$ cat config.mk
export PLATFORM = sky130hd
export DESIGN_NAME = sif_bfly_pair_join
export DESIGN_NICKNAME = d
export VERILOG_FILES = /design/src/rtl/sif_pkg.sv /design/src/rtl/sif_sync_fifo.sv /design/src/rtl/sif_bfly_pair_join.sv
export SDC_FILE = /design/constraint.sdc
export NUM_CORES = 1
export LEC_CHECK = 0
export ABC_CLOCK_PERIOD_IN_PS = 6000
export CAP_MARGIN = 20
export CELL_PAD_IN_SITES_DETAIL_PLACEMENT = 0
export CELL_PAD_IN_SITES_GLOBAL_PLACEMENT = 2
export CORE_MARGIN = 5
export CORE_UTILIZATION = 32
export CTS_CLUSTER_SIZE = 30
export DETAILED_ROUTE_END_ITERATION = 8
export GPL_TIMING_DRIVEN = 0
export PLACE_DENSITY_LB_ADDON = 0.25
export SKIP_LAST_GASP = 1
export SLEW_MARGIN = 20
export SYNTH_ARGS = -nofsm -noshare
export SYNTH_HDL_FRONTEND = slang
export SYNTH_SLANG_ARGS = --single-unit
$ cat constraint.sdc
create_clock -name clk -period 6 [get_ports clk]
set_input_delay 0.9 -clock clk [delete_from_list [all_inputs] [get_ports clk]]
set_output_delay 0.9 -clock clk [all_outputs]
set_load 0.05 [all_outputs]
$ cat src/rtl/sif_pkg.sv
// Shared SIF types: fp16 lane and the joined butterfly pair word.
package sif_pkg;

    localparam int FP16_W      = 16;
    localparam int BFLY_PAIR_W = 32;

    typedef logic [FP16_W-1:0]      fp16_t;
    typedef logic [BFLY_PAIR_W-1:0] bfly_pair_t;

    // Difference lane sits in the upper half, sum lane in the lower half.
    function automatic bfly_pair_t pack_pair(input fp16_t m_val, input fp16_t p_val);
        return {m_val, p_val};
    endfunction

endpackage

$ cat src/rtl/sif_sync_fifo.sv
// Single-clock FIFO with extra-MSB pointers; head is read straight from registered storage.
module sif_sync_fifo #(
    parameter int WIDTH = 16,
    parameter int DEPTH = 4
) (
    input  logic                     clk,
    input  logic                     rst_n,
    input  logic                     push,
    input  logic [WIDTH-1:0]         din,
    input  logic                     pop,
    output logic [WIDTH-1:0]         dout,
    output logic                     full,
    output logic                     empty,
    output logic [$clog2(DEPTH):0]   occ
);

    localparam int AW    = $clog2(DEPTH);
    localparam int PTR_W = AW + 1;

    logic [WIDTH-1:0] mem_q [DEPTH];
    logic [PTR_W-1:0] wr_ptr_q, wr_ptr_d;
    logic [PTR_W-1:0] rd_ptr_q, rd_ptr_d;
    logic             push_en;
    logic             pop_en;

    assign full  = (wr_ptr_q[AW] != rd_ptr_q[AW]) && (wr_ptr_q[AW-1:0] == rd_ptr_q[AW-1:0]);
    assign empty = (wr_ptr_q == rd_ptr_q);
    assign occ   = wr_ptr_q - rd_ptr_q;
    assign dout  = mem_q[rd_ptr_q[AW-1:0]];

    // A full FIFO refuses a push even when it pops in the same cycle.
    always_comb begin
        push_en  = push & ~full;
        pop_en   = pop & ~empty;
        wr_ptr_d = wr_ptr_q;
        rd_ptr_d = rd_ptr_q;
        if (push_en) begin
            wr_ptr_d = wr_ptr_q + PTR_W'(1);
        end
        if (pop_en) begin
            rd_ptr_d = rd_ptr_q + PTR_W'(1);
        end
    end

    always_ff @(posedge clk or negedge rst_n) begin
        if (!rst_n) begin
            wr_ptr_q <= '0;
            rd_ptr_q <= '0;
        end else begin
            wr_ptr_q <= wr_ptr_d;
            rd_ptr_q <= rd_ptr_d;
        end
    end

    always_ff @(posedge clk) begin
        if (push_en) begin
            mem_q[wr_ptr_q[AW-1:0]] <= din;
        end
    end

endmodule

$ cat src/rtl/sif_bfly_pair_join.sv
// Joins the sum (P) and difference (M) fp16 streams into one 32-bit butterfly word with framing.
module sif_bfly_pair_join
    import sif_pkg::*;
#(
    parameter int DEPTH = 4,
    parameter int LEN_W = 10
) (
    input  logic                   clk,
    input  logic                   rst_n,
    input  logic [LEN_W-1:0]       cfg_len,
    input  logic                   P_vld,
    input  logic [FP16_W-1:0]      P_dat,
    output logic                   P_rdy,
    input  logic                   M_vld,
    input  logic [FP16_W-1:0]      M_dat,
    output logic                   M_rdy,
    output logic                   O_vld,
    output logic [BFLY_PAIR_W-1:0] O_dat,
    input  logic                   O_rdy,
    output logic                   O_last,
    output logic [$clog2(DEPTH):0] P_occ,
    output logic [$clog2(DEPTH):0] M_occ
);

    fp16_t            p_head, m_head;
    logic             p_full, p_empty;
    logic             m_full, m_empty;
    logic             started_q, started_d;
    logic [LEN_W-1:0] cnt_q, cnt_d;
    logic [LEN_W-1:0] len_q, len_d;
    logic [LEN_W-1:0] eff_len;
    logic             o_fire;

    sif_sync_fifo #(.WIDTH(FP16_W), .DEPTH(DEPTH)) u_p_fifo (
        .clk   (clk),
        .rst_n (rst_n),
        .push  (P_vld & P_rdy),
        .din   (P_dat),
        .pop   (o_fire),
        .dout  (p_head),
        .full  (p_full),
        .empty (p_empty),
        .occ   (P_occ)
    );

    sif_sync_fifo #(.WIDTH(FP16_W), .DEPTH(DEPTH)) u_m_fifo (
        .clk   (clk),
        .rst_n (rst_n),
        .push  (M_vld & M_rdy),
        .din   (M_dat),
        .pop   (o_fire),
        .dout  (m_head),
        .full  (m_full),
        .empty (m_empty),
        .occ   (M_occ)
    );

    // Ready is held low until the first edge after reset release.
    assign P_rdy  = started_q & ~p_full;
    assign M_rdy  = started_q & ~m_full;
    assign O_vld  = ~p_empty & ~m_empty;
    assign O_dat  = pack_pair(m_head, p_head);
    assign o_fire = O_vld & O_rdy;

    // cfg_len applies live at the first beat of a frame; a zero wraps to 2^LEN_W beats.
    assign eff_len = (cnt_q == '0) ? cfg_len : len_q;
    assign O_last  = O_vld && (cnt_q == (eff_len - LEN_W'(1)));

    always_comb begin
        started_d = 1'b1;
        cnt_d     = cnt_q;
        len_d     = len_q;
        if (!started_q || (o_fire && (cnt_q == '0))) begin
            len_d = cfg_len;
        end
        if (o_fire) begin
            cnt_d = O_last ? '0 : cnt_q + LEN_W'(1);
        end
    end

    always_ff @(posedge clk or negedge rst_n) begin
        if (!rst_n) begin
            started_q <= 1'b0;
            cnt_q     <= '0;
            len_q     <= '0;
        end else begin
            started_q <= started_d;
            cnt_q     <= cnt_d;
            len_q     <= len_d;
        end
    end

endmodule

# After elaboration in Yosys (flattened, before gate mapping)
# Memories as Yosys holds them, arrays and structs flattened.
# Index checks and enable logic that the tools add are counted.
# Widths: inputs -> output; s select.
[word_totals]
regBits = 33
ramBits = 128
input_bits = 47
output_inout_bits = 42
wordCells = 51
memories = 2
[op_classes]
n_addsub = 8
n_eq_ne = 7
n_mux = 6
bitwise_logic = 14
reduce_logical = 7
[memory_table]
columns = ["name", "words", "word_bits", "rd", "rd_ports_with_merged_regs", "write_ports", "line", "text"]
rows = [
  ["u_m_fifo.mem_q", 4, 16, 1, 0, 1, "sif_sync_fifo.sv:20", "logic [WIDTH-1:0] mem_q [DEPTH];"],
  ["u_p_fifo.mem_q", 4, 16, 1, 0, 1, "sif_sync_fifo.sv:20", ""],
]
[ops]
columns = ["cell", "n"]
rows = [
  ["$mux 10", 2],
  ["$add 3x1->3 const B", 4],
  ["$add 10x1->10 const B", 1],
  ["$and 1x1->1", 10],
  ["$eq 10x10->1", 1],
  ["$logic_not 10->1", 1],
  ["$sub 10x1->10 const B", 1],
  ["$eq 3x3->1", 2],
  ["$sub 3x3->3", 2],
  ["$eq 2x2->1", 2],
  ["$logic_and 1x1->1", 4],
  ["$mux 1", 4],
  ["$not 1->1", 4],
  ["$ne 1x1->1", 2],
  ["$logic_not 1->1", 1],
  ["$logic_or 1x1->1", 1],
]

# Logic depth before layout (Yosys ltp)
# Gate-level depths: netlist of run 1.
[logic_depth]
ltp_word = 8
ltp_mapped = 17
ltp_nobuf = 14

# Modules after synthesis
# From an unflattened synthesis of run 1, not the netlist that was laid out.
[unflattened]
hier_cells = 435
hier_area_um2 = 7153.1
[modules_own_cells]
columns = ["mod", "instances", "cells_each", "area_each_um2", "seq_area_each_um2"]
rows = [
  ["sif_sync_fifo", 2, 129, 2772.7, 2072.0],
  ["sif_bfly_pair_join", 1, 177, 1607.8, 525.5],
]

# Worst setup path before layout of run 1
# No wires, ideal clock.
[synth_path]
kind = "register to output"
start = "register u_p_fifo.rd_ptr_q[1]"
end = "output port O_last"
arrival_ps = 3432
required_time_ps = 5100
setup_slack_ps = 1668
stages_incl_launch_ff = 12
n_path_buf = 3
path_cell_list = "dfrtp_1 clkbuf_1 clkbuf_1 inv_1 ha_1 and3_1 a31oi_1 nand2_1 nor4_1 nand4_1 nor4_2 buf_4"
[synth_between]
elab_chain_len = 4
[synth_rtl]
columns = ["element", "line", "text"]
rows = [
  ["start, declared", "sif_sync_fifo.sv:22", "logic [PTR_W-1:0] rd_ptr_q, rd_ptr_d;"],
  ["start signal, assigned", "sif_sync_fifo.sv:51", "rd_ptr_q <= rd_ptr_d;"],
  ["$eq 3x3->1", "sif_sync_fifo.sv:27", "assign empty = (wr_ptr_q == rd_ptr_q);"],
  ["$not 1->1", "sif_bfly_pair_join.sv:61", "assign O_vld = ~p_empty & ~m_empty;"],
  ["$and 1x1->1", "sif_bfly_pair_join.sv:61", ""],
  ["named net O_vld", "sif_bfly_pair_join.sv:17", "output logic O_vld,"],
  ["$logic_and 1x1->1", "sif_bfly_pair_join.sv:67", "assign O_last = O_vld && (cnt_q == (eff_len - LEN_W'(1)));"],
  ["end, declared", "sif_bfly_pair_join.sv:20", "output logic O_last,"],
]
# The timed path passes the listed nets, and every way through them passes these cells.

# Worst setup path in the final report of run 1
[layout_path]
start = "register cnt_q[0]"
end = "output port O_last"
[layout_between]
elab_chain_len = 5
[layout_rtl]
columns = ["element", "line", "text"]
rows = [
  ["start, declared", "sif_bfly_pair_join.sv:29", "logic [LEN_W-1:0] cnt_q, cnt_d;"],
  ["start signal, assigned", "sif_bfly_pair_join.sv:88", "cnt_q <= cnt_d;"],
  ["$logic_not 10->1", "sif_bfly_pair_join.sv:66", "assign eff_len = (cnt_q == '0) ? cfg_len : len_q;"],
  ["$mux 10", "sif_bfly_pair_join.sv:66", ""],
  ["$sub 10x1->10", "sif_bfly_pair_join.sv:67", ""],
  ["$eq 10x10->1 (*)", "sif_bfly_pair_join.sv:67", ""],
  ["$logic_and 1x1->1 (*)", "sif_bfly_pair_join.sv:67", ""],
]
# Mark *: on every way between the ends. The rest lies on a longest branch, timed or not.

==> metrics.log, run 1 <==
INFO  metric post_layout_nonfiller_instances = 807
INFO  metric comb_power_share = 0.457
INFO  metric p_clk_frac = 0.224
INFO  metric finalMaxSlewViolations = 0
INFO  metric multi_input_area = 2150 um^2
INFO  metric cts_setup_buffers = 0
INFO  metric power.density_cell_area = 525 nW/um^2
INFO  metric final_common_cell = sky130_fd_sc_hd__edfxtp_1
INFO  metric core_area = 21,200 um^2
INFO  metric avgRoutedWirePerCell = 17.7 um
INFO  metric crit_path_max_fanout = 10
INFO  metric yosysSeqAreaShare = 0.673
INFO  metric internal-power = 2700 uW
INFO  metric sequentialPowerShare = 0.320
INFO  metric cts.reportedPaths.clkPinSlew = 70 ps
INFO  metric r2r-end = cnt_q[8]
INFO  metric cp_common_cell = sky130_fd_sc_hd__ha_1
INFO  metric synth_warnings = 0
INFO  metric num-nets-final = 585
INFO  metric mappedNetlistArea = 6940 um^2
INFO  metric report.power.total = 4600 uW
INFO  metric totalWireLength = 14.3 mm
INFO  metric startpoint_type = flop
INFO  metric drive_above_1_share = 0.169
INFO  metric drtAntennaViolNets = 0
INFO  metric synthesized_net_count = 477
INFO  metric routed_via_density = 4.78
INFO  metric first_global_vias = 4,069
INFO  metric most_frequent_cells_in_the_layout = sky130_fd_sc_hd__edfxtp_1, sky130_fd_sc_hd__clkdlybuf4s50_1, sky130_fd_sc_hd__dfrtp_1, sky130_fd_sc_hd__mux4_2, sky130_fd_sc_hd__nand2_1
INFO  metric fp.dieW = 157 um
INFO  metric final_worst_path_period_share = 0.875
INFO  metric syn2layout_area_growth = 26.2%
INFO  metric syn_area_per_cell = 16.9 um^2
INFO  metric cp_data_arrival_time = 4350 ps
INFO  metric delay_of_the_slowest_cell_on_the_worst_path = 440 ps
INFO  metric vias_after_detailed_routing = 3,859
INFO  metric post_synth_inst_count = 411
INFO  metric initial_core_util = 0.327
INFO  metric num_io_pins = 89
INFO  metric ff2ff_setup_slack = 2010 ps
INFO  metric cts_max_path_buffers = 2
INFO  metric drc = 0
INFO  metric ys_ff_latch = 161
INFO  metric setup-tns-final = 0 ps
INFO  metric diodes = 0
INFO  metric placementRows = 53
INFO  metric fin_skew = 9.27 ps
INFO  metric largest_net_degree_at_the_start_of_global_routing = 22
INFO  metric outcome = finished, final reports clean
INFO  metric critPathLaunch = cnt_q[0]
INFO  metric holdCritPathClass = in -> async
INFO  metric grtUsageTotal = 0.121
INFO  metric p_sw = 1900 uW
INFO  metric postLayoutSetupSlackWorst = 751 ps
INFO  metric dieArea = 24,700 um^2
INFO  metric max-cap-violations = 0
INFO  metric r2r_start = u_m_fifo.rd_ptr_q[1]
INFO  metric clock_sinks = 161
INFO  metric nFillCells = 1,988
INFO  metric hold_violations = 0
INFO  metric clock_tree.htree_level_count = 4
INFO  metric hold_slack = 380 ps
INFO  metric critical_path.cell_chain = inv_1 > ha_1 > nor3b_1 > and3_2 > buf_6 > mux2i_1 > ha_1 > clkbuf_1 > xor2_1 > xnor2_1 > nor4_1 > nand4_1 > nor4_2 > buf_4 > dlymetal6s2s_1
INFO  metric net_switching_share_of_the_total_power = 0.413
INFO  metric dp.cells = 775
INFO  metric rsz_0062_raised_after_global_routing = no
INFO  metric cellLeakagePower = 0.00308 uW
INFO  metric grt_first_pass_wirelength = 22.7 mm
INFO  metric r2r_cells = 10
INFO  metric criticalPathCategory = reg -> out
INFO  metric detail_route.iter0.violations = 178
INFO  metric grt_overflow = 0
INFO  metric fmax = 0.190 GHz
INFO  metric tritoncts = done
INFO  metric dp_hpwl = 9.87 mm
INFO  metric total_of_buffers_placed_on_input_and_output_ports = 88
INFO  metric die_height = 157 um
INFO  metric antenna_found_initial = 0
INFO  metric synth_cell_type_count = 47
INFO  metric dp_worst_setup_slack = 688 ps
INFO  metric worst_ir_drop_vdd = 461 uV
INFO  metric finalSetupViolations = 0
INFO  metric crit_path_end_kind = output port
INFO  metric replace_congestion = 0.732
INFO  metric clkLatencyLatePin = 420 ps
INFO  metric timing.final.crit_period = 5250 ps
INFO  metric cpMaxStageDelayCell = sky130_fd_sc_hd__dlymetal6s2s_1
INFO  metric worst_pin_slew = 975 ps
INFO  metric ff_latch_area = 4670 um^2
INFO  metric slew_headroom = 0.350
INFO  metric clock-root-buffer = sky130_fd_sc_hd__clkbuf_16
INFO  metric cts_made_buffers = 17
INFO  metric critical_path_required = 5100 ps
INFO  metric drt_pass1_iterations = 4
worst max-delay path: cells and delay by family (launching register included):
kind,cells,cell delay (ps)
AND/OR/NAND/NOR,5,1240
XOR/XNOR,2,290
buffers and inverters,5,1300
multiplexers,1,320
flip-flops,1,430
adder cells (fa/ha/maj),2,350
cell usage after synthesis, drive strengths merged:
cell type | count | area [um^2]
a22oi | 1 | 7.51
o211ai | 3 | 22.5
inv | 13 | 48.8
conb | 1 | 3.75
nand4bb | 1 | 11.3
and3 | 11 | 70.1
a21oi | 11 | 55.1
mux2 | 15 | 169
and2 | 1 | 6.26
nor4 | 6 | 50.0
o21a | 5 | 37.5
nor3 | 7 | 35.0
o21ai | 9 | 48.8
nor2b | 4 | 27.5
buf | 5 | 30.0
or3 | 1 | 6.26
nor3b | 3 | 22.5
fa | 2 | 40.0
ha | 17 | 213
nand2 | 20 | 75.1
nand4 | 2 | 12.5
dfrtp | 33 | 826
nand3 | 7 | 35.0
nand2b | 1 | 6.26
o31ai | 2 | 15.0
a311o | 1 | 10.0
xor2 | 9 | 78.8
clkbuf | 13 | 48.8
edfxtp | 128 | 3840
a221oi | 1 | 8.76
or4 | 2 | 18.8
a21o | 1 | 7.51
o22ai | 1 | 6.26
xnor2 | 16 | 148
nor2 | 12 | 45.0
mux2i | 12 | 120
mux4 | 32 | 721
a31oi | 2 | 12.5
cell families after synthesis:
logic type / share of synthesized area
flops: 0.673
simple gates: 0.0607
mux: 0.145
compound gates: 0.0333
buf+inv: 0.0184
xor+xnor: 0.0326
fa+ha+maj: 0.0364
other cells: 0.000540
sequential cells by signal (all words and copies together), names as in the netlist:
| name | flops |
|---|---|
| u_m_fifo.mem_q | 64 |
| u_p_fifo.wr_ptr_q | 3 |
| started_q | 1 |
| u_p_fifo.mem_q | 64 |
| u_m_fifo.wr_ptr_q | 3 |
| u_p_fifo.rd_ptr_q | 3 |
| cnt_q | 10 |
| u_m_fifo.rd_ptr_q | 3 |
| len_q | 10 |
worst max-delay path by stage:
| stage | end | slack, ps | depth (start not counted) |
|---|---|---|---|
| global placement | O_last | 670 | 12 |
| floorplan | O_last | 1670 | 11 |
| finish | O_last | 750 | 15 |
| CTS | O_last | 200 | 12 |
| detailed placement | O_last | 690 | 12 |
| global route | O_last | 330 | 15 |
metrics by stage:
stage / utilization / instance area, um^2
global route: 0.413 / 8760
finish: 0.413 / 8760
detailed placement: 0.386 / 8190
CTS: 0.413 / 8760
floorplan: - / 6940
global placement: 0.385 / 8170
metal layers:
layer	track usage	share of wire	vias up
li1	-	-	1809
met1	0.161	0.45	1943
met2	0.196	0.49	87
met3	0.0256	0.045	20
met4	0.0475	0.018	0
met5	0	0	-
power by group through the flow:
stage	clock network [uW]	registers (uW)	logic [uW]
after global placement	0	1490	2140
after detailed placement	0	1500	2150
after CTS	1060	1480	2150
after global routing	1110	1490	2250
final	1030	1470	2100
after floorplan	0	1470	1480
what timing repair did:
action,CTS,global route
hold buffers,0,0
resized for setup,0,3
endpoints found under the setup margin,0,1
layout make-up:
type,count,share of cell area
Clock inverter,15,0.0163
Buffer,18,0.00914
Clock buffer,17,0.0486
Inverter,13,0.00557
Sequential cell,161,0.533
Timing Repair Buffer,89,0.103
Tap cell,275,0.0393
Multi-Input combinational cell,219,0.245
No activity file was read; power rests on OpenSTA's default activity.
==> inputs of run 2 (changes only) <==
Settings changed: CTS_BUF_LIST from default to sky130_fd_sc_hd__clkbuf_8.
==> metrics.log, run 2 (synthesis results as in run 1) <==
INFO  metric outcome = finished, final reports clean (unchanged)
INFO  metric internal-power = 2460 uW (was 2700 uW)
INFO  metric dieArea = 24,700 um^2 (unchanged)
INFO  metric placementRows = 53 (unchanged)
INFO  metric diodes = 0 (unchanged)
INFO  metric final_worst_path_period_share = 0.884 (was 0.875)
INFO  metric multi_input_area = 2150 um^2 (unchanged)
INFO  metric die_height = 157 um (unchanged)
INFO  metric cp_data_arrival_time = 4400 ps (was 4350 ps)
INFO  metric drc = 0 (unchanged)
INFO  metric fmax = 0.189 GHz (was 0.190 GHz)
INFO  metric cts_made_buffers = 17 (unchanged)
INFO  metric power.density_cell_area = 505 nW/um^2 (was 525 nW/um^2)
INFO  metric final_common_cell = sky130_fd_sc_hd__edfxtp_1 (unchanged)
INFO  metric ff_latch_area = 4670 um^2 (unchanged)
INFO  metric totalWireLength = 14.3 mm (about the same)
INFO  metric r2r_start = u_m_fifo.rd_ptr_q[1] (unchanged)
INFO  metric initial_core_util = 0.327 (unchanged)
INFO  metric max-cap-violations = 0 (unchanged)
INFO  metric syn2layout_area_growth = 23.4% (was 26.2%)
INFO  metric sequentialPowerShare = 0.340 (was 0.320)
INFO  metric first_global_vias = 4,052 (was 4,069)
INFO  metric core_area = 21,200 um^2 (unchanged)
INFO  metric net_switching_share_of_the_total_power = 0.432 (was 0.413)
INFO  metric fp.dieW = 157 um (unchanged)
INFO  metric critical_path.cell_chain = clkbuf_1 > buf_1 > inv_1 > ha_1 > a31oi_1 > nand2_1 > nor4_1 > nand4_1 > nor4_2 > buf_4 > dlymetal6s2s_1 (was inv_1 > ha_1 > nor3b_1 > and3_2 > buf_6 > mux2i_1 > ha_1 > clkbuf_1 > xor2_1 > xnor2_1 > nor4_1 > nand4_1 > nor4_2 > buf_4 > dlymetal6s2s_1)
INFO  metric critical_path_required = 5100 ps (about the same)
INFO  metric slew_headroom = 0.351 (was 0.350)
INFO  metric timing.final.crit_period = 5300 ps (was 5250 ps)
INFO  metric most_frequent_cells_in_the_layout = sky130_fd_sc_hd__edfxtp_1, sky130_fd_sc_hd__clkdlybuf4s50_1, sky130_fd_sc_hd__dfrtp_1, sky130_fd_sc_hd__mux4_2, sky130_fd_sc_hd__nand2_1 (unchanged)
INFO  metric r2r_cells = 10 (unchanged)
INFO  metric drive_above_1_share = 0.169 (unchanged)
INFO  metric postLayoutSetupSlackWorst = 698 ps (was 751 ps)
INFO  metric worst_ir_drop_vdd = 460 uV (was 461 uV)
INFO  metric rsz_0062_raised_after_global_routing = no (unchanged)
INFO  metric cellLeakagePower = 0.00299 uW (was 0.00308 uW)
INFO  metric dp_hpwl = 9.87 mm (unchanged)
INFO  metric fin_skew = 15.1 ps (was 9.27 ps)
INFO  metric crit_path_max_fanout = 10 (unchanged)
INFO  metric clkLatencyLatePin = 450 ps (was 420 ps)
INFO  metric delay_of_the_slowest_cell_on_the_worst_path = 580 ps (was 440 ps)
INFO  metric total_of_buffers_placed_on_input_and_output_ports = 88 (unchanged)
INFO  metric grt_first_pass_wirelength = 22.7 mm (about the same)
INFO  metric p_clk_frac = 0.174 (was 0.224)
INFO  metric comb_power_share = 0.486 (was 0.457)
INFO  metric report.power.total = 4330 uW (was 4600 uW)
INFO  metric criticalPathCategory = reg -> out (unchanged)
INFO  metric cpMaxStageDelayCell = sky130_fd_sc_hd__buf_1 (was sky130_fd_sc_hd__dlymetal6s2s_1)
INFO  metric p_sw = 1870 uW (was 1900 uW)
INFO  metric hold_violations = 0 (unchanged)
INFO  metric holdCritPathClass = in -> async (unchanged)
INFO  metric replace_congestion = 0.732 (unchanged)
INFO  metric dp_worst_setup_slack = 688 ps (unchanged)
INFO  metric clock_sinks = 161 (unchanged)
INFO  metric routed_via_density = 4.75 (was 4.78)
INFO  metric crit_path_end_kind = output port (unchanged)
INFO  metric worst_pin_slew = 974 ps (was 975 ps)
INFO  metric startpoint_type = flop (unchanged)
INFO  metric num_io_pins = 89 (unchanged)
INFO  metric nFillCells = 2,009 (was 1,988)
INFO  metric tritoncts = done (unchanged)
INFO  metric clock-root-buffer = sky130_fd_sc_hd__clkbuf_8 (was sky130_fd_sc_hd__clkbuf_16)
INFO  metric num-nets-final = 585 (unchanged)
INFO  metric largest_net_degree_at_the_start_of_global_routing = 22 (unchanged)
INFO  metric setup-tns-final = 0 ps (unchanged)
INFO  metric cts.reportedPaths.clkPinSlew = 100 ps (was 70 ps)
INFO  metric antenna_found_initial = 0 (unchanged)
INFO  metric detail_route.iter0.violations = 191 (was 178)
INFO  metric vias_after_detailed_routing = 3,837 (was 3,859)
INFO  metric finalMaxSlewViolations = 0 (unchanged)
INFO  metric r2r-end = u_m_fifo.rd_ptr_q[1] (was cnt_q[8])
INFO  metric finalSetupViolations = 0 (unchanged)
INFO  metric cts_setup_buffers = 0 (unchanged)
INFO  metric ff2ff_setup_slack = 1960 ps (was 2010 ps)
INFO  metric drtAntennaViolNets = 0 (unchanged)
INFO  metric cts_max_path_buffers = 2 (unchanged)
INFO  metric grt_overflow = 0 (unchanged)
INFO  metric clock_tree.htree_level_count = 4 (unchanged)
INFO  metric avgRoutedWirePerCell = 17.7 um (about the same)
INFO  metric drt_pass1_iterations = 4 (unchanged)
INFO  metric grtUsageTotal = 0.121 (about the same)
==> run 2: metrics by stage <==
step	utilization	instances	hold slack (ps)	area, um^2
global route	0.404	807	320	8570
floorplan	-	411	462	6940
finish	0.404	807	337	8570
global placement	0.385	774	478	8170
CTS	0.404	807	315	8570
detailed placement	0.386	775	477	8190
==> run 2: metal layers <==
metal  routed length [um]  vias up  GRT usage  part of all wire
met5                    0        -          0                 0
met4                  233        0     0.0414             0.016
met3                  663       17     0.0272             0.046
met2                 7030       83      0.197              0.49
met1                 6330     1931      0.161              0.44
li1                     -     1806          -                 -
==> run 2: layout make-up <==
class                   instances  area share
flip-flops and latches        161       0.545
multi-input cells             219       0.250
repair buffers                 89       0.106
well taps                     275      0.0401
clock buffers                  17      0.0273
clock inverters                15      0.0166
plain buffers                  18     0.00934
inverters                      13     0.00569
==> run 2: what timing repair did <==
item / 4_1_cts / 5_1_grt
resized for setup: 0 / 3
endpoints found under the hold margin: 0 / 0
endpoints found under the setup margin: 0 / 1
hold buffers: 0 / 0
==> run 2: worst max-delay path by stage <==
stage          slack (ps)  cells past startpoint                 start     end
2_1_floorplan        1670                     11  u_p_fifo.rd_ptr_q[1]  O_last
3_3_place_gp          670                     12  u_p_fifo.rd_ptr_q[1]  O_last
3_5_place_dp          690                     12  u_p_fifo.rd_ptr_q[1]  O_last
4_1_cts               150                     12  u_p_fifo.rd_ptr_q[1]  O_last
5_1_grt               270                     15              cnt_q[0]  O_last
6_report              700                     11  u_m_fifo.rd_ptr_q[1]  O_last
==> run 2: critical path: cells and delay by family (launching register included) <==
| family | cells | cell delay, ps |
|---|---|---|
| AOI/OAI and AO/OA | 1 | 460 |
| adders and majority gates | 1 | 350 |
| buffers and inverters | 5 | 1890 |
| DFF | 1 | 420 |
| and+or+nand+nor | 4 | 840 |
==> run 2: power by group through the flow <==
stage	Sequential, uW	Combinational [uW]	Clock, uW
3_5_place_dp	1500	2150	0
6_report	1470	2100	754
4_1_cts	1470	2150	780
3_3_place_gp	1490	2140	0
2_1_floorplan	1470	1480	0
5_1_grt	1490	2250	836
